[src/rtl/cart_pkg.sv]
// Shared types and constants for the generalised MSX cartridge bank mapper.
package cart_pkg;

  typedef enum logic [2:0] {
    MODE_LINEAR  = 3'd0,
    MODE_KONAMI  = 3'd1,
    MODE_SCC     = 3'd2,
    MODE_ASCII8  = 3'd3,
    MODE_ASCII16 = 3'd4,
    MODE_RTYPE   = 3'd5
  } mode_e;

  typedef enum logic [1:0] {
    IDLE = 2'd0,
    WAIT = 2'd1,
    HOLD = 2'd2
  } state_e;

  // Banked modes only answer inside 4000-BFFF.
  localparam logic [15:0] WIN_BASE = 16'h4000;
  localparam logic [15:0] WIN_END  = 16'hC000;

  localparam logic [3:0][7:0] DEF_8K    = {8'd3, 8'd2, 8'd1, 8'd0};
  localparam logic [3:0][7:0] DEF_RTYPE = {8'd0, 8'd0, 8'd0, 8'h0F};

  // Codes 6 and 7 are not mappers and fall back to linear.
  function automatic mode_e decode_mode(input logic [2:0] m);
    case (m)
      3'd1:    return MODE_KONAMI;
      3'd2:    return MODE_SCC;
      3'd3:    return MODE_ASCII8;
      3'd4:    return MODE_ASCII16;
      3'd5:    return MODE_RTYPE;
      default: return MODE_LINEAR;
    endcase
  endfunction

  function automatic logic [3:0][7:0] default_banks(input mode_e m);
    case (m)
      MODE_KONAMI, MODE_SCC: return DEF_8K;
      MODE_RTYPE:            return DEF_RTYPE;
      default:               return '0;
    endcase
  endfunction

endpackage

[src/rtl/cart_mapper_gen_if.sv]
// CPU slot and ROM backend signals of the cartridge mapper; the SRAM port set
// exists only when CART_MAPPER_SRAM_EN is defined.
interface cart_mapper_gen_if #(
  parameter int ADDR_W = 25
);
  logic              cs;
  logic [15:0]       addr;
  logic              wr;
  logic              rd;
  logic [7:0]        d_from_cpu;
  logic [7:0]        d_to_cpu;
  logic              cpu_wait;
  logic [ADDR_W-1:0] mem_addr;
  logic              mem_rd;
  logic              mem_ready;
  logic [7:0]        mem_dout;
`ifdef CART_MAPPER_SRAM_EN
  logic [12:0]       sram_addr;
  logic              sram_we;
  logic [7:0]        sram_q;

  modport slave (
    input  cs, addr, wr, rd, d_from_cpu, mem_ready, mem_dout, sram_q,
    output d_to_cpu, cpu_wait, mem_addr, mem_rd, sram_addr, sram_we
  );
  modport master (
    output cs, addr, wr, rd, d_from_cpu, mem_ready, mem_dout, sram_q,
    input  d_to_cpu, cpu_wait, mem_addr, mem_rd, sram_addr, sram_we
  );
`else
  modport slave (
    input  cs, addr, wr, rd, d_from_cpu, mem_ready, mem_dout,
    output d_to_cpu, cpu_wait, mem_addr, mem_rd
  );
  modport master (
    output cs, addr, wr, rd, d_from_cpu, mem_ready, mem_dout,
    input  d_to_cpu, cpu_wait, mem_addr, mem_rd
  );
`endif
endinterface

[src/rtl/cart_bank_regs.sv]
// Bank register file: per-mode write decode, one write per wr assertion, and
// reload of the mode's default banks whenever the mode input changes.
module cart_bank_regs import cart_pkg::*; #(
  parameter int BANK_W    = 8,
  parameter int NUM_BANKS = 4
) (
  input  logic                              clk,
  input  logic                              reset_n,
  input  logic [2:0]                        mode,
  input  logic                              cs,
  input  logic                              wr,
  input  logic [15:11]                      addr_hi,
  input  logic [7:0]                        d,
  output logic                              wr_rise,
  output logic [NUM_BANKS-1:0][BANK_W-1:0]  bank
);

  mode_e            m;
  logic [2:0]       mode_p1;
  logic             wr_p1;
  logic             init_p1;
  logic             reload;
  logic [3:0][7:0]  defs;
  logic             sel_vld;
  logic [1:0]       sel_idx;
  logic [BANK_W-1:0] sel_val;

  assign m       = decode_mode(mode);
  assign wr_rise = wr & cs & ~wr_p1;
  // init_p1 forces one reload straight after reset so banks track the mode.
  assign reload  = ~init_p1 | (mode != mode_p1);
  assign defs    = default_banks(m);

  always_comb begin
    sel_vld = 1'b0;
    sel_idx = 2'd0;
    sel_val = BANK_W'(d);
    case (m)
      MODE_KONAMI: begin
        case (addr_hi)
          5'h0C: begin sel_vld = 1'b1; sel_idx = 2'd1; end
          5'h10: begin sel_vld = 1'b1; sel_idx = 2'd2; end
          5'h14: begin sel_vld = 1'b1; sel_idx = 2'd3; end
          default: ;
        endcase
      end
      MODE_SCC: begin
        case (addr_hi)
          5'h0A: begin sel_vld = 1'b1; sel_idx = 2'd0; end
          5'h0E: begin sel_vld = 1'b1; sel_idx = 2'd1; end
          5'h12: begin sel_vld = 1'b1; sel_idx = 2'd2; end
          5'h16: begin sel_vld = 1'b1; sel_idx = 2'd3; end
          default: ;
        endcase
      end
      MODE_ASCII8: begin
        if (addr_hi[15:13] == 3'b011) begin
          sel_vld = 1'b1;
          sel_idx = addr_hi[12:11];
        end
      end
      MODE_ASCII16: begin
        case (addr_hi)
          5'h0C: begin sel_vld = 1'b1; sel_idx = 2'd0; end
          5'h0E: begin sel_vld = 1'b1; sel_idx = 2'd1; end
          default: ;
        endcase
      end
      MODE_RTYPE: begin
        if (addr_hi[15:12] == 4'h7) begin
          sel_vld = 1'b1;
          sel_idx = 2'd1;
          sel_val = BANK_W'(d & 8'h17);
        end
      end
      default: ;
    endcase
  end

  always_ff @(posedge clk or negedge reset_n) begin
    if (!reset_n) begin
      wr_p1   <= 1'b0;
      init_p1 <= 1'b0;
      mode_p1 <= 3'd0;
      bank    <= '0;
    end else begin
      wr_p1   <= wr & cs;
      init_p1 <= 1'b1;
      mode_p1 <= mode;
      if (reload) begin
        for (int i = 0; i < NUM_BANKS; i++) bank[i] <= BANK_W'(defs[i]);
      end else if (wr_rise && sel_vld) begin
        bank[sel_idx] <= sel_val;
      end
    end
  end

endmodule

[src/rtl/cart_mapper_gen.sv]
// Generalised MSX cartridge mapper: slot-to-ROM address translation and the
// backend read handshake. Optional battery SRAM via CART_MAPPER_SRAM_EN.
module cart_mapper_gen import cart_pkg::*; #(
  parameter int ADDR_W    = 25,
  parameter int BANK_W    = 8,
  parameter int NUM_BANKS = 4
) (
  input  logic              clk,
  input  logic              reset_n,
  input  logic [2:0]        mode,
  input  logic [ADDR_W-1:0] rom_size,
  cart_mapper_gen_if.slave  bus
);

  localparam int WIDE_W = ADDR_W + BANK_W + 16;

  generate
    if (NUM_BANKS != 4) begin : g_num_banks_chk
      $error("cart_mapper_gen: NUM_BANKS must be 4");
    end
  endgenerate

  mode_e                             m;
  logic                              wr_rise;
  logic [NUM_BANKS-1:0][BANK_W-1:0]  bank;
  logic                              rd_cs;
  logic                              rd_p1;
  logic                              rd_rise;
  logic                              in_win;
  logic [1:0]                        win;
  logic [BANK_W-1:0]                 win_bank;
  logic [WIDE_W-1:0]                 wide;
  logic [ADDR_W-1:0]                 addr_gen;
  state_e                            state;
  logic [7:0]                        d_out;
  logic                              wait_out;
  logic                              mem_rd_out;
  logic [ADDR_W-1:0]                 mem_addr_out;

  assign m       = decode_mode(mode);
  assign rd_cs   = bus.rd & bus.cs;
  assign rd_rise = rd_cs & ~rd_p1;
  assign in_win  = (m == MODE_LINEAR) ||
                   ((bus.addr >= WIN_BASE) && (bus.addr < WIN_END));

  cart_bank_regs #(
    .BANK_W    (BANK_W),
    .NUM_BANKS (NUM_BANKS)
  ) u_bank_regs (
    .clk     (clk),
    .reset_n (reset_n),
    .mode    (mode),
    .cs      (bus.cs),
    .wr      (bus.wr),
    .addr_hi (bus.addr[15:11]),
    .d       (bus.d_from_cpu),
    .wr_rise (wr_rise),
    .bank    (bank)
  );

  // Window 0 starts at 4000, so subtracting 2 from addr[14:13] rotates A15:A13.
  always_comb begin
    win      = bus.addr[14:13] - 2'd2;
    win_bank = bank[win];
`ifdef CART_MAPPER_SRAM_EN
    if (m == MODE_ASCII8) win_bank[BANK_W-1] = 1'b0;
`endif
    case (m)
      MODE_KONAMI, MODE_SCC, MODE_ASCII8:
        wide = {{(ADDR_W+3){1'b0}}, win_bank, bus.addr[12:0]};
      MODE_ASCII16, MODE_RTYPE:
        wide = {{(ADDR_W+2){1'b0}}, (bus.addr[15] ? bank[1] : bank[0]), bus.addr[13:0]};
      default:
        wide = {{(ADDR_W+BANK_W){1'b0}}, bus.addr};
    endcase
    addr_gen = wide[ADDR_W-1:0] & (rom_size - ADDR_W'(1));
  end

`ifdef CART_MAPPER_SRAM_EN
  logic sram_hit;
  assign sram_hit      = (m == MODE_ASCII8) && in_win && bank[win][BANK_W-1];
  assign bus.sram_addr = bus.addr[12:0];
  assign bus.sram_we   = bus.wr & bus.cs & sram_hit & bus.addr[15];
`endif

  // Read handshake; a write edge in the same cycle wins over a read edge.
  always_ff @(posedge clk or negedge reset_n) begin
    if (!reset_n) begin
      state        <= IDLE;
      rd_p1        <= 1'b0;
      d_out        <= 8'h00;
      wait_out     <= 1'b0;
      mem_rd_out   <= 1'b0;
      mem_addr_out <= '0;
    end else begin
      rd_p1      <= rd_cs;
      mem_rd_out <= 1'b0;
      case (state)
        IDLE: begin
          if (rd_rise && !wr_rise) begin
            if (!in_win) begin
              d_out <= 8'hFF;
              state <= HOLD;
`ifdef CART_MAPPER_SRAM_EN
            end else if (sram_hit) begin
              d_out <= bus.sram_q;
              state <= HOLD;
`endif
            end else begin
              mem_addr_out <= addr_gen;
              mem_rd_out   <= 1'b1;
              wait_out     <= 1'b1;
              state        <= WAIT;
            end
          end
        end
        WAIT: begin
          if (bus.mem_ready) begin
            d_out    <= bus.mem_dout;
            wait_out <= 1'b0;
            state    <= HOLD;
          end
        end
        HOLD: begin
          if (!rd_cs) state <= IDLE;
        end
        default: state <= IDLE;
      endcase
    end
  end

  assign bus.d_to_cpu = d_out;
  assign bus.cpu_wait = wait_out;
  assign bus.mem_rd   = mem_rd_out;
  assign bus.mem_addr = mem_addr_out;

endmodule

[src/flat_wrapper.sv]
// flat-port wrapper written by rule: the top's interface ports become plain ports
module cart_mapper_gen_flat import cart_pkg::*;
#(
  parameter int ADDR_W    = 25,
  parameter int BANK_W    = 8,
  parameter int NUM_BANKS = 4
)
  (clk, reset_n, mode, rom_size, bus_cs, bus_addr, bus_wr, bus_rd, bus_d_from_cpu, bus_mem_ready, bus_mem_dout, bus_d_to_cpu, bus_cpu_wait, bus_mem_addr, bus_mem_rd);
  cart_mapper_gen_if #(.ADDR_W(ADDR_W)) bus_i ();
  input  logic clk;
  input  logic reset_n;
  input  logic [2:0] mode;
  input  logic [ADDR_W-1:0] rom_size;
  input wire logic [$bits(bus_i.cs)-1:0] bus_cs;
  input wire logic [$bits(bus_i.addr)-1:0] bus_addr;
  input wire logic [$bits(bus_i.wr)-1:0] bus_wr;
  input wire logic [$bits(bus_i.rd)-1:0] bus_rd;
  input wire logic [$bits(bus_i.d_from_cpu)-1:0] bus_d_from_cpu;
  input wire logic [$bits(bus_i.mem_ready)-1:0] bus_mem_ready;
  input wire logic [$bits(bus_i.mem_dout)-1:0] bus_mem_dout;
  output wire logic [$bits(bus_i.d_to_cpu)-1:0] bus_d_to_cpu;
  output wire logic [$bits(bus_i.cpu_wait)-1:0] bus_cpu_wait;
  output wire logic [$bits(bus_i.mem_addr)-1:0] bus_mem_addr;
  output wire logic [$bits(bus_i.mem_rd)-1:0] bus_mem_rd;
  assign bus_i.cs = bus_cs;
  assign bus_i.addr = bus_addr;
  assign bus_i.wr = bus_wr;
  assign bus_i.rd = bus_rd;
  assign bus_i.d_from_cpu = bus_d_from_cpu;
  assign bus_i.mem_ready = bus_mem_ready;
  assign bus_i.mem_dout = bus_mem_dout;
  assign bus_d_to_cpu = bus_i.d_to_cpu;
  assign bus_cpu_wait = bus_i.cpu_wait;
  assign bus_mem_addr = bus_i.mem_addr;
  assign bus_mem_rd = bus_i.mem_rd;
  cart_mapper_gen #(.ADDR_W(ADDR_W), .BANK_W(BANK_W), .NUM_BANKS(NUM_BANKS)) u_core (.clk(clk), .reset_n(reset_n), .mode(mode), .rom_size(rom_size), .bus(bus_i));
endmodule
[config.mk]
export PLATFORM = sky130hd
export DESIGN_NAME = cart_mapper_gen_flat
export DESIGN_NICKNAME = d
export VERILOG_FILES = /design/src/rtl/cart_pkg.sv /design/src/rtl/cart_mapper_gen_if.sv /design/src/rtl/cart_bank_regs.sv /design/src/rtl/cart_mapper_gen.sv /design/src/flat_wrapper.sv
export SDC_FILE = /design/constraint.sdc
export NUM_CORES = 1
export LEC_CHECK = 0
export BUFFER_PORTS_ARGS = -buffer_cell sky130_fd_sc_hd__buf_2
export CAP_MARGIN = 10
export CORE_MARGIN = 3
export CORE_UTILIZATION = 45
export CTS_CLUSTER_SIZE = 12
export DETAILED_ROUTE_END_ITERATION = 12
export PLACE_DENSITY_LB_ADDON = 0.15
export SYNTH_ARGS = -nofsm -noshare
export SYNTH_HDL_FRONTEND = slang
export SYNTH_SLANG_ARGS = --single-unit
[constraint.sdc]
create_clock -name clk -period 2.4 [get_ports clk]
set_clock_uncertainty 0.05 [all_clocks]
set_input_delay 0.48 -clock clk [delete_from_list [all_inputs] [get_ports clk]]
set_output_delay 0.48 -clock clk [all_outputs]
set_load 0.02 [all_outputs]
== After elaboration in Yosys (flattened, before gate mapping) ==
Index checks and enable logic that the tools add are counted.

* Add/sub/neg operators: 2
* $lt $le $gt $ge: 5
* Equality and inequality tests: 27
* Mux-type cells: 41
* Bitwise logic cells: 9
* Reductions and logical operators: 20

{| class="wikitable"
|+ Operators by type and width
! kind !! number
|-
| two-way mux 32 bit || 2
|-
| two-way mux 8 bit || 8
|-
| one-hot mux 26 bit (2 select lines) || 1
|-
| one-hot mux 22 bit (2 select lines) || 1
|-
| bitwise mux 32 bit || 1
|-
| AND 22 x 25 -> 25 bit || 1
|-
| subtractor 25 x 1 -> 25 bit, second input constant || 1
|-
| equality test 5 bit, second input constant || 4
|-
| one-hot mux 2 bit (3 select lines) || 3
|-
| binary-select mux 8 bit (select 2 bit) || 1
|-
| demux 8 bit (select 2 bit) || 1
|-
| greater-or-equal comparator 16 x 15 -> 1 bit, second input constant || 1
|-
| < comparator 16 bit, second input constant || 1
|-
| one-hot mux 8 bit (2 select lines) || 1
|-
| equality test 3 x 2 -> 1 bit, second input constant || 5
|-
| equality test 5 x 4 -> 1 bit, second input constant || 3
|-
| one-hot mux 3 bit (5 select lines) || 1
|-
| two-way mux 1 bit || 13
|-
| equality test 3 bit, second input constant || 4
|-
| two-way mux 2 bit || 5
|-
| one-hot mux 2 bit (5 select lines) || 1
|-
| AND reduction 4 bit || 2
|-
| equality test 3 x 1 -> 1 bit, second input constant || 2
|-
| < comparator 2 x 3 -> 1 bit, second input constant || 2
|-
| 23 further kinds || 39
|}

* Bits in registers: 75
* Bits of input ports: 66
* Logic and storage cells: 117

== Logic depth before layout (Yosys ltp) ==
Gate-level depths: netlist of the first run.

* Word-level depth: 11
* Depth in mapped cells: 10
* Gate-level depth less buffers: 7

== Modules after synthesis ==
From an unflattened synthesis of the first run, not the netlist that was laid out.

* Cell total of the unflattened synthesis: 387
* Area, all modules: 3,991.3 sq um

{| class="wikitable"
|+ By module, submodules not included
! module !! times used !! cells each !! area an instance (sq um) !! seq. area each (sq um)
|-
| cart_mapper_gen || 1 || 230 || 2,215.9 || 875.8
|-
| cart_bank_regs || 1 || 157 || 1,775.5 || 925.9
|}

== Worst setup path after synthesis of the first run ==
Ideal clock, no wire load.

* Path type: input to register
* Start: input bus_addr[15]
* End: register u_core.d_out[0] (netlist: u_core.bus.d_to_cpu[0])
* Library setup time: 125 ps
* Data arrival time: 2,242 ps
* Data required time: 2,225 ps
* Slack: -17 ps
* Stages: 9
* Buffers on the path: 2
* Cell sequence: buf_2 -> inv_1 -> ha_1 -> a21boi_0 -> nand2_1 -> o41ai_1 -> nor2b_1 -> buf_2 -> mux2_2

* Longest elaborated chain between the ends: 5
* Elaborated cells on any way between the ends: 6
* Those cells by class: order compare (2); eq/ne (1); reduce/logical (3)

{| class="wikitable"
|+ Ends and longest elaborated chain
! item !! line !! RTL
|-
| start, declared || flat_wrapper.sv:15 || <nowiki>input wire logic [$bits(bus_i.addr)-1:0] bus_addr;</nowiki>
|-
| greater-or-equal comparator 16 x 15 -> 1 bit or < comparator 16 bit (tied branches) || cart_mapper_gen.sv:44 || <nowiki>((bus.addr >= WIN_BASE) && (bus.addr < WIN_END));</nowiki>
|-
| logical AND 1 bit (*) || cart_mapper_gen.sv:44 ||
|-
| logical OR 1 bit (*) || cart_mapper_gen.sv:43 || <nowiki>assign in_win = (m == MODE_LINEAR) ||</nowiki>
|-
| inequality test 2 bit (no source line) (*) || -- ||
|-
| AND reduction 4 bit (no source line) (*) || -- ||
|-
| end signal, assigned || cart_mapper_gen.sv:119 || <nowiki>d_out <= bus.mem_dout;</nowiki>
|-
| end, declared || cart_mapper_gen.sv:35 || <nowiki>logic [7:0] d_out;</nowiki>
|}

Mark *: on every way between the ends. The rest lies on a longest branch, timed or not.
A chain may end at the register's enable or synchronous reset.

== Final worst setup path of the first run ==
* Start: input mode[1]
* End: register u_core.u_bank_regs.bank[28] (netlist name)

* Longest elaborated chain between the ends: 11
* Elaborated cells on any way between the ends: 26
* Those cells by class: order compare (2); eq/ne (11); mux (9); bitwise (1); reduce/logical (3)

{| class="wikitable"
|+ Ends and longest elaborated chain
! item !! line !! RTL
|-
| start, declared || flat_wrapper.sv:12 || <nowiki>input logic [2:0] mode;</nowiki>
|-
| equality test 3 bit, or another cell as far along || cart_pkg.sv:28 || <nowiki>case (m)</nowiki>
|-
| one-hot mux 3 bit (5 select lines) || cart_pkg.sv:28 ||
|-
| equality test 3 bit, or another cell as far along || cart_bank_regs.sv:38 || <nowiki>case (m)</nowiki>
|-
| one-hot mux 2 bit (5 select lines) || cart_bank_regs.sv:38 ||
|-
| < comparator 2 x 3 -> 1 bit (not written as such) or greater-or-equal comparator 2 x 1 -> 1 bit (tied branches) || cart_bank_regs.sv:93 || <nowiki>bank[sel_idx] <= sel_val;</nowiki>
|-
| logical AND 1 bit (not written as such) || cart_bank_regs.sv:93 ||
|-
| two-way mux 8 bit (not written as such) || cart_bank_regs.sv:93 ||
|-
| demux 8 bit (select 2 bit) || cart_bank_regs.sv:93 ||
|-
| bitwise mux 32 bit || cart_bank_regs.sv:93 ||
|-
| two-way mux 32 bit || cart_bank_regs.sv:92 || <nowiki>end else if (wr_rise && sel_vld) begin</nowiki>
|-
| two-way mux 32 bit || cart_bank_regs.sv:90 || <nowiki>if (reload) begin</nowiki>
|-
| end signal, assigned by index || cart_bank_regs.sv:93 ||
|-
| end, declared || cart_bank_regs.sv:15 || <nowiki>output logic [NUM_BANKS-1:0][BANK_W-1:0] bank</nowiki>
|}

Parallel ways exist; a longest one is shown, timed or not. The select of a mux whose other input is x is not followed.

==> results of run 1 <==
-- path summary, 6_finish.rpt --
| kind | startpoint | endpoint | slack [ns] | cells after the start |
|---|---|---|---|---|
| worst min-delay path | reset_n | u_core.bus.mem_addr[9] | 0.09 | 2 |
| worst max register to register | u_core.state[0] | u_core.bus.mem_addr[21] | 0.57 | 5 |
| worst min register to register | u_core.bus.mem_addr[6] | u_core.bus.mem_addr[6] | 0.43 | 2 |
| min in group clk | bus_addr[7] | u_core.bus.mem_addr[7] | 0.32 | 3 |
| max in group asynchronous | reset_n | u_core.u_bank_regs.bank[9] | 1.89 | 2 |
| worst max-delay path | mode[1] | u_core.u_bank_regs.bank[28] | 0.32 | 7 |
-- state kept, by name (all words and copies together), names as in the netlist --
signal                      cells
u_core.bus.d_to_cpu             8
u_core.u_bank_regs.wr_p1        1
u_core.state                    2
u_core.rd_p1                    1
u_core.bus.cpu_wait             1
u_core.bus.mem_addr            22
u_core.u_bank_regs.bank        32
u_core.u_bank_regs.init_p1      1
u_core.bus.mem_rd               1
u_core.u_bank_regs.mode_p1      3
-- metal layers --
metal | vias to the layer above | track usage, %
li1 | 1811 | -
met3 | 10 | 3.28
met4 | 0 | 8.78
met1 | 1782 | 28.9
met2 | 110 | 33.6
met5 | - | 0
-- cell type report --
cell class	instances	share of cell area, %
clock inverters	6	1.17
flip-flops and latches	72	34.5
inverters	8	0.575
clock buffers	9	2.37
well taps	108	2.59
multi-input cells	324	41.6
repair buffers	141	17.2
-- cell usage in the layout (no fill, tap or decap), drive strengths merged, types with 11 or more instances in the layout --
master,netlist,routed
buf,21,141
dfrtp,72,72
nand2,42,42
o21ai,41,41
a21oi,32,32
nand3,29,29
nor2,19,19
xnor2,18,18
nand2b,13,13
nor4,12,12
nor3,11,11
-- worst max-delay path, delay by kind of cell --
family | cells | cell delay [ns]
buffers and inverters | 2 | 0.31
AND/OR/NAND/NOR | 2 | 0.61
AO/OA/AOI/OAI | 3 | 0.89
-- metrics by stage --
stage	setup TNS (ns)	instance area, µm²	hold WS, ns	utilization, %	setup WS (ns)
finish	0	5220	0.0866	59.0	0.323
global route	0	5220	0.120	59.0	0.237
CTS	0	5220	0.108	59.0	0.335
detailed placement	-0.119	5040	0.415	56.9	-0.0482
global placement	0	5040	0.407	56.9	0.0176
floorplan	0	4170	0.134	-	0.0380
-- cells by family (layout without fill, tap and decap cells) --
logic type | after synthesis | count (layout) | synth area share [%]
AND/OR/NAND/NOR | 159 | 159 | 20.5
multiplexers | 25 | 25 | 8.39
AO/OA/AOI/OAI | 112 | 112 | 17.4
other | 2 | 4 | 0.180
adder cells (fa/ha/maj) | 2 | 2 | 0.601
flip-flops | 72 | 72 | 43.3
buffers and inverters | 41 | 164 | 5.02
XOR/XNOR | 22 | 22 | 4.63
-- where the power goes --
part | internal, W | total [W] | switching [W]
sequential | 0.00133 | 0.00139 | 0.0000610
clock | 0.000471 | 0.000946 | 0.000476
combinational | 0.000274 | 0.000677 | 0.000403
==> results_dict.tcl, run 1 <==
set metrics [dict create \
    outcome "finished, final reports clean" \
    total_die_area_um2 10400 \
    max-slew-margin-rel_pct 61.0 \
    regArea_um2 1800 \
    tritoncts "built" \
    cts.repair.resized 0 \
    drt_pre_antenna_iters 4 \
    ys_async_sr_fraction_pct 100 \
    timing_worst_slew_pin_value_ns 0.580 \
    die_h_um 102 \
    cts_buf_count 9 \
    syn-mean-instance-area_um2 9.57 \
    globalRouteTotalUtil_pct 21.1 \
    met2RoutedLength_um 5120 \
    route.vias.total 3713 \
    final_cells 668 \
    avgRoutedWirePerCell_um 16.2 \
    synth_largest_type_area_fraction_pct 43.3 \
    ant_nets_after_route 0 \
    first_global_vias 3607 \
    postCtsSetupRepairBufs 0 \
    met3_length_um 641 \
    synth_top_area_cell "sky130_fd_sc_hd__dfrtp_1" \
    finalWirelength_um 10800 \
    crit_chain "buf_2 -> or4b_1 -> a311oi_2 -> o41a_2 -> buf_12 -> nand3_1 -> a21oi_1" \
    insertion_delay_ns 0.35 \
    path_class "in2reg" \
    grt_max_degree 73 \
    timing.final.crit_share_pct 86.5 \
    critical_path_arrival_ns 2.29 \
    timing.critical_path.from_type "input pin" \
    drtIter0Drc 197 \
    achievable-frequency_ghz 0.482 \
    ys_types 62 \
    drv_cap 0 \
    antenna_cells_inserted 0 \
    globalplace.congestion 0.864 \
    ffs_latches_synth 72 \
    nets 624 \
    synth_edf_count 0 \
    slew_viol_final 0 \
    timing.final.hold_violations 0 \
    worstPathRequired_ns 2.61 \
    floorplan.initialDensity_pct 47.0 \
    power.static_leakage_nw 2.30 \
    clock_path_buffers 2 \
    seq_area_frac_synth_pct 43.3 \
    flow.area_growth_from_synthesis_pct 25.4 \
    row_count 34 \
    setup_repair_after_global_routing_missed_its_margin "no" \
    clock-root-buffer "sky130_fd_sc_hd__clkbuf_8" \
    cellPowerDensity_nw_per_um2 578 \
    worst_ir_drop_vdd_mv 0.252 \
    postSynth.topFlopCell "sky130_fd_sc_hd__dfrtp_1" \
    post_cts_hold_buffer_count 0 \
    synth_top_cells_by_count "sky130_fd_sc_hd__dfrtp_1, sky130_fd_sc_hd__nand2_1, sky130_fd_sc_hd__o21ai_0" \
    most_used_standard_cell_by_instance_count_after_synthesis "sky130_fd_sc_hd__dfrtp_1" \
    placedCellCount 653 \
    clk_pin_slew_worst_paths_ns 0.08 \
    grt_first_pass_wirelength_um 17400 \
    finalSetupViolations 0 \
    syn_inst 435 \
    drt_drc_violations_left 0 \
    drive_gt1_share_pct 33.6 \
    post_synthesis_cell_area_um2 4160 \
    max_stage_delay_ns 0.53 \
    crit_path_end_kind "register" \
    total_of_buffers_placed_on_input_and_output_ports 94 \
    die_w_um 102 \
    core_area_um2 8850 \
    topRoutingLayerUsed "met4" \
    grt-ovfl-total 0 \
    ys_top_cells_by_area "sky130_fd_sc_hd__dfrtp_1, sky130_fd_sc_hd__o21ai_0, sky130_fd_sc_hd__mux4_2, sky130_fd_sc_hd__xnor2_1, sky130_fd_sc_hd__a21oi_1" \
    cpMaxStageDelayCell "sky130_fd_sc_hd__or4b_1" \
    wl_met1_um 4950 \
    critical_path.max_fanout 19 \
    pin_count 101 \
    avgViaCountPerCell 5.56 \
    p_total_w 0.00302 \
    hold_path_class "in2async" \
    num-fill-cells 818 \
    fin_crit_ns 2.08 \
    ys_warn_count 0 \
    clock_sink_count 72 \
    antenna_found_initial 0 \
    hpwlAfterDp_um 7890 \
    multiInputGateArea_um2 2170 \
    count_of_h_tree_levels_built_during_cts 3 \
]
No activity file was read; power rests on OpenSTA's default activity.
==> run 2, diff against run 1 <==
--- a/config.mk
+++ b/config.mk
@@ -7,7 +7,7 @@
 export LEC_CHECK = 0
 export BUFFER_PORTS_ARGS = -buffer_cell sky130_fd_sc_hd__buf_2
 export CAP_MARGIN = 10
-export CORE_MARGIN = 3
+export CORE_MARGIN = 10
 export CORE_UTILIZATION = 45
 export CTS_CLUSTER_SIZE = 12
 export DETAILED_ROUTE_END_ITERATION = 12
==> run 2 against run 1 <==
Net effect:
- wire length grew 7.7%
- worst hold slack lost 0.0086 ns
- flip-flop and latch count is the same
- register-to-register slack lost 0.06 ns
- sequential share of layout area shrank 0.12 points
- first-iteration DRC count grew 52%
- combinational power grew 0.7%
- cell area grew 0.34%
- non-clock buffer count shrank 1
- die area grew 29%
- largest power group unchanged
- highest routed layer unchanged
==> results_dict.tcl, run 2 (synthesized netlist as in run 1, its figures left out) <==
set metrics [dict create \
    outcome "finished, final reports clean" \
    tritoncts "built" \
    internal_power_w 0.00221 \
    combinational_share_of_power_pct 21.6 \
    leading_cell_types_in_the_layout_fill_and_taps_excluded "sky130_fd_sc_hd__buf_2, sky130_fd_sc_hd__dfrtp_1, sky130_fd_sc_hd__nand2_1, sky130_fd_sc_hd__buf_4, sky130_fd_sc_hd__o21ai_0" \
    fin_area_um2 5240 \
    path_class "in2reg" \
    die_h_um 116 \
    fin_crit_ns 2.09 \
    p_total_w 0.00315 \
    clock_path_buffers 2 \
    nets 623 \
    r2r_cells 5 \
    crit_path_end "u_core.u_bank_regs.bank[22]" \
    post_cts_hold_buffer_count 0 \
    place_area_um2 5020 \
    grt_max_degree 73 \
    drive_gt1_share_pct 33.5 \
    antenna_cells_inserted 0 \
    p_sw_w 0.000942 \
    clk_pin_slew_worst_paths_ns 0.08 \
    drtIter0Drc 300 \
    finalSetupViolations 0 \
    grt_first_pass_wirelength_um 19500 \
    insertion_delay_ns 0.35 \
    timing.critical_path.from_type "input pin" \
    final_critical_path_setup_slack_ns 0.312 \
    slew_viol_final 0 \
    worst_r2r_endpoint "u_core.bus.mem_addr[21]" \
    multiInputGateArea_um2 2170 \
    r2r_start "u_core.state[0]" \
    worstPathRequired_ns 2.63 \
    power.sequential.fraction_pct 44.2 \
    ant_nets_after_route 0 \
    hpwlAfterDp_um 8520 \
    die_w_um 116 \
    cp-startpoint "mode[1]" \
    total_die_area_um2 13500 \
    total_of_buffers_placed_on_input_and_output_ports 94 \
    regArea_um2 1800 \
    share_clk_of_total_power_pct 34.2 \
    setup-tns-final_ns 0 \
    largest_register "u_core.u_bank_regs.bank" \
    crit_path_end_kind "register" \
    hold_path_class "in2async" \
    cts.repair.resized 0 \
    cellPowerDensity_nw_per_um2 602 \
    setup_repair_after_global_routing_missed_its_margin "no" \
    achievable-frequency_ghz 0.479 \
    grt-ovfl-total 0 \
    avgViaCountPerCell 5.48 \
    drt_pre_antenna_iters 4 \
    row_count 35 \
    first_global_vias 3793 \
    cts_buf_count 9 \
    antenna_found_initial 0 \
    power.static_leakage_nw 2.30 \
    critical_path.max_fanout 13 \
    timing.final.crit_share_pct 87.0 \
    pin_count 101 \
    largest_register_ffs 32 \
    setup.reg_to_reg.worst_slack_ns 0.51 \
    flow.area_growth_from_synthesis_pct 25.8 \
    critical_path_arrival_ns 2.32 \
    worst_ir_drop_vdd_mv 0.280 \
    postCtsSetupRepairBufs 0 \
    drv_cap 0 \
    clock-root-buffer "sky130_fd_sc_hd__clkbuf_8" \
    floorplan.initialDensity_pct 45.7 \
    count_of_h_tree_levels_built_during_cts 3 \
    finalWirelength_um 11700 \
    num-fill-cells 862 \
    core_area_um2 9110 \
    globalRouteTotalUtil_pct 18.1 \
    route.vias.total 3674 \
    avgRoutedWirePerCell_um 17.4 \
    dp_slack_ns -0.0211 \
    timing.final.hold_violations 0 \
    layout_commonest_cell "sky130_fd_sc_hd__buf_2" \
    globalplace.congestion 0.839 \
    clock_sink_count 72 \
    drt_drc_violations_left 0 \
    swShare_pct 29.9 \
]
-- run 2: cell types whose count changed in the layout (fill, tap and decap cells not counted), sizes merged --
cell	delta
clkinv	-2
buf	-1
bufinv	+1
clkbuf	+1
-- run 2: worst max-delay path: stages --
cell and delay, ns:
sky130_fd_sc_hd__buf_2 0.13, sky130_fd_sc_hd__or4b_1 0.53, sky130_fd_sc_hd__a311oi_2 0.30, sky130_fd_sc_hd__buf_4 0.18, sky130_fd_sc_hd__o41a_2 0.21, sky130_fd_sc_hd__buf_4 0.21, sky130_fd_sc_hd__o21ai_0 0.11, sky130_fd_sc_hd__a21oi_1 0.15
-- run 2: area by class of cell --
cell class	instances	share of cell area, %
tap	111	2.65
sequential	72	34.4
timing repair buffer	140	16.8
multi-input combinational	324	41.4
clock buffer	10	2.63
inverter	8	0.573
clock inverter	5	1.55
-- run 2: through the flow --
step | utilization, % | std cells | hold WS, ns
after floorplan | - | 437 | 0.134
after global placement | 55.1 | 655 | 0.408
after detailed placement | 55.1 | 655 | 0.413
after CTS | 57.5 | 670 | 0.111
after global routing | 57.5 | 670 | 0.115
final | 57.5 | 670 | 0.0781
-- run 2: power by group through the flow --
stage	combinational (W)	sequential, W	clock [W]
2_1_floorplan	0.000262	0.00154	0
3_3_place_gp	0.000680	0.00141	0
3_5_place_dp	0.000689	0.00142	0
4_1_cts	0.000692	0.00139	0.00111
5_1_grt	0.000749	0.00141	0.00117
6_report	0.000682	0.00139	0.00108
-- run 2: how the worst min path moves through the flow --
stage	slack (ns)	endpoint	cells past startpoint	start
2_1_floorplan	0.13	u_core.bus.cpu_wait	0	reset_n
3_3_place_gp	0.41	u_core.bus.mem_addr[5]	2	u_core.bus.mem_addr[5]
3_5_place_dp	0.41	u_core.bus.mem_addr[19]	2	u_core.bus.mem_addr[19]
4_1_cts	0.11	u_core.state[0]	2	reset_n
5_1_grt	0.11	u_core.bus.mem_addr[8]	2	reset_n
6_report	0.08	u_core.bus.mem_addr[8]	2	reset_n
-- run 2: metal layers --
metal	global-route usage, %	up-vias	part of all wire (%)
li1	-	1809	-
met1	24.0	1751	46
met2	29.2	105	47
met3	4.42	9	6.6
met4	3.75	0	0.81
met5	0	-	0
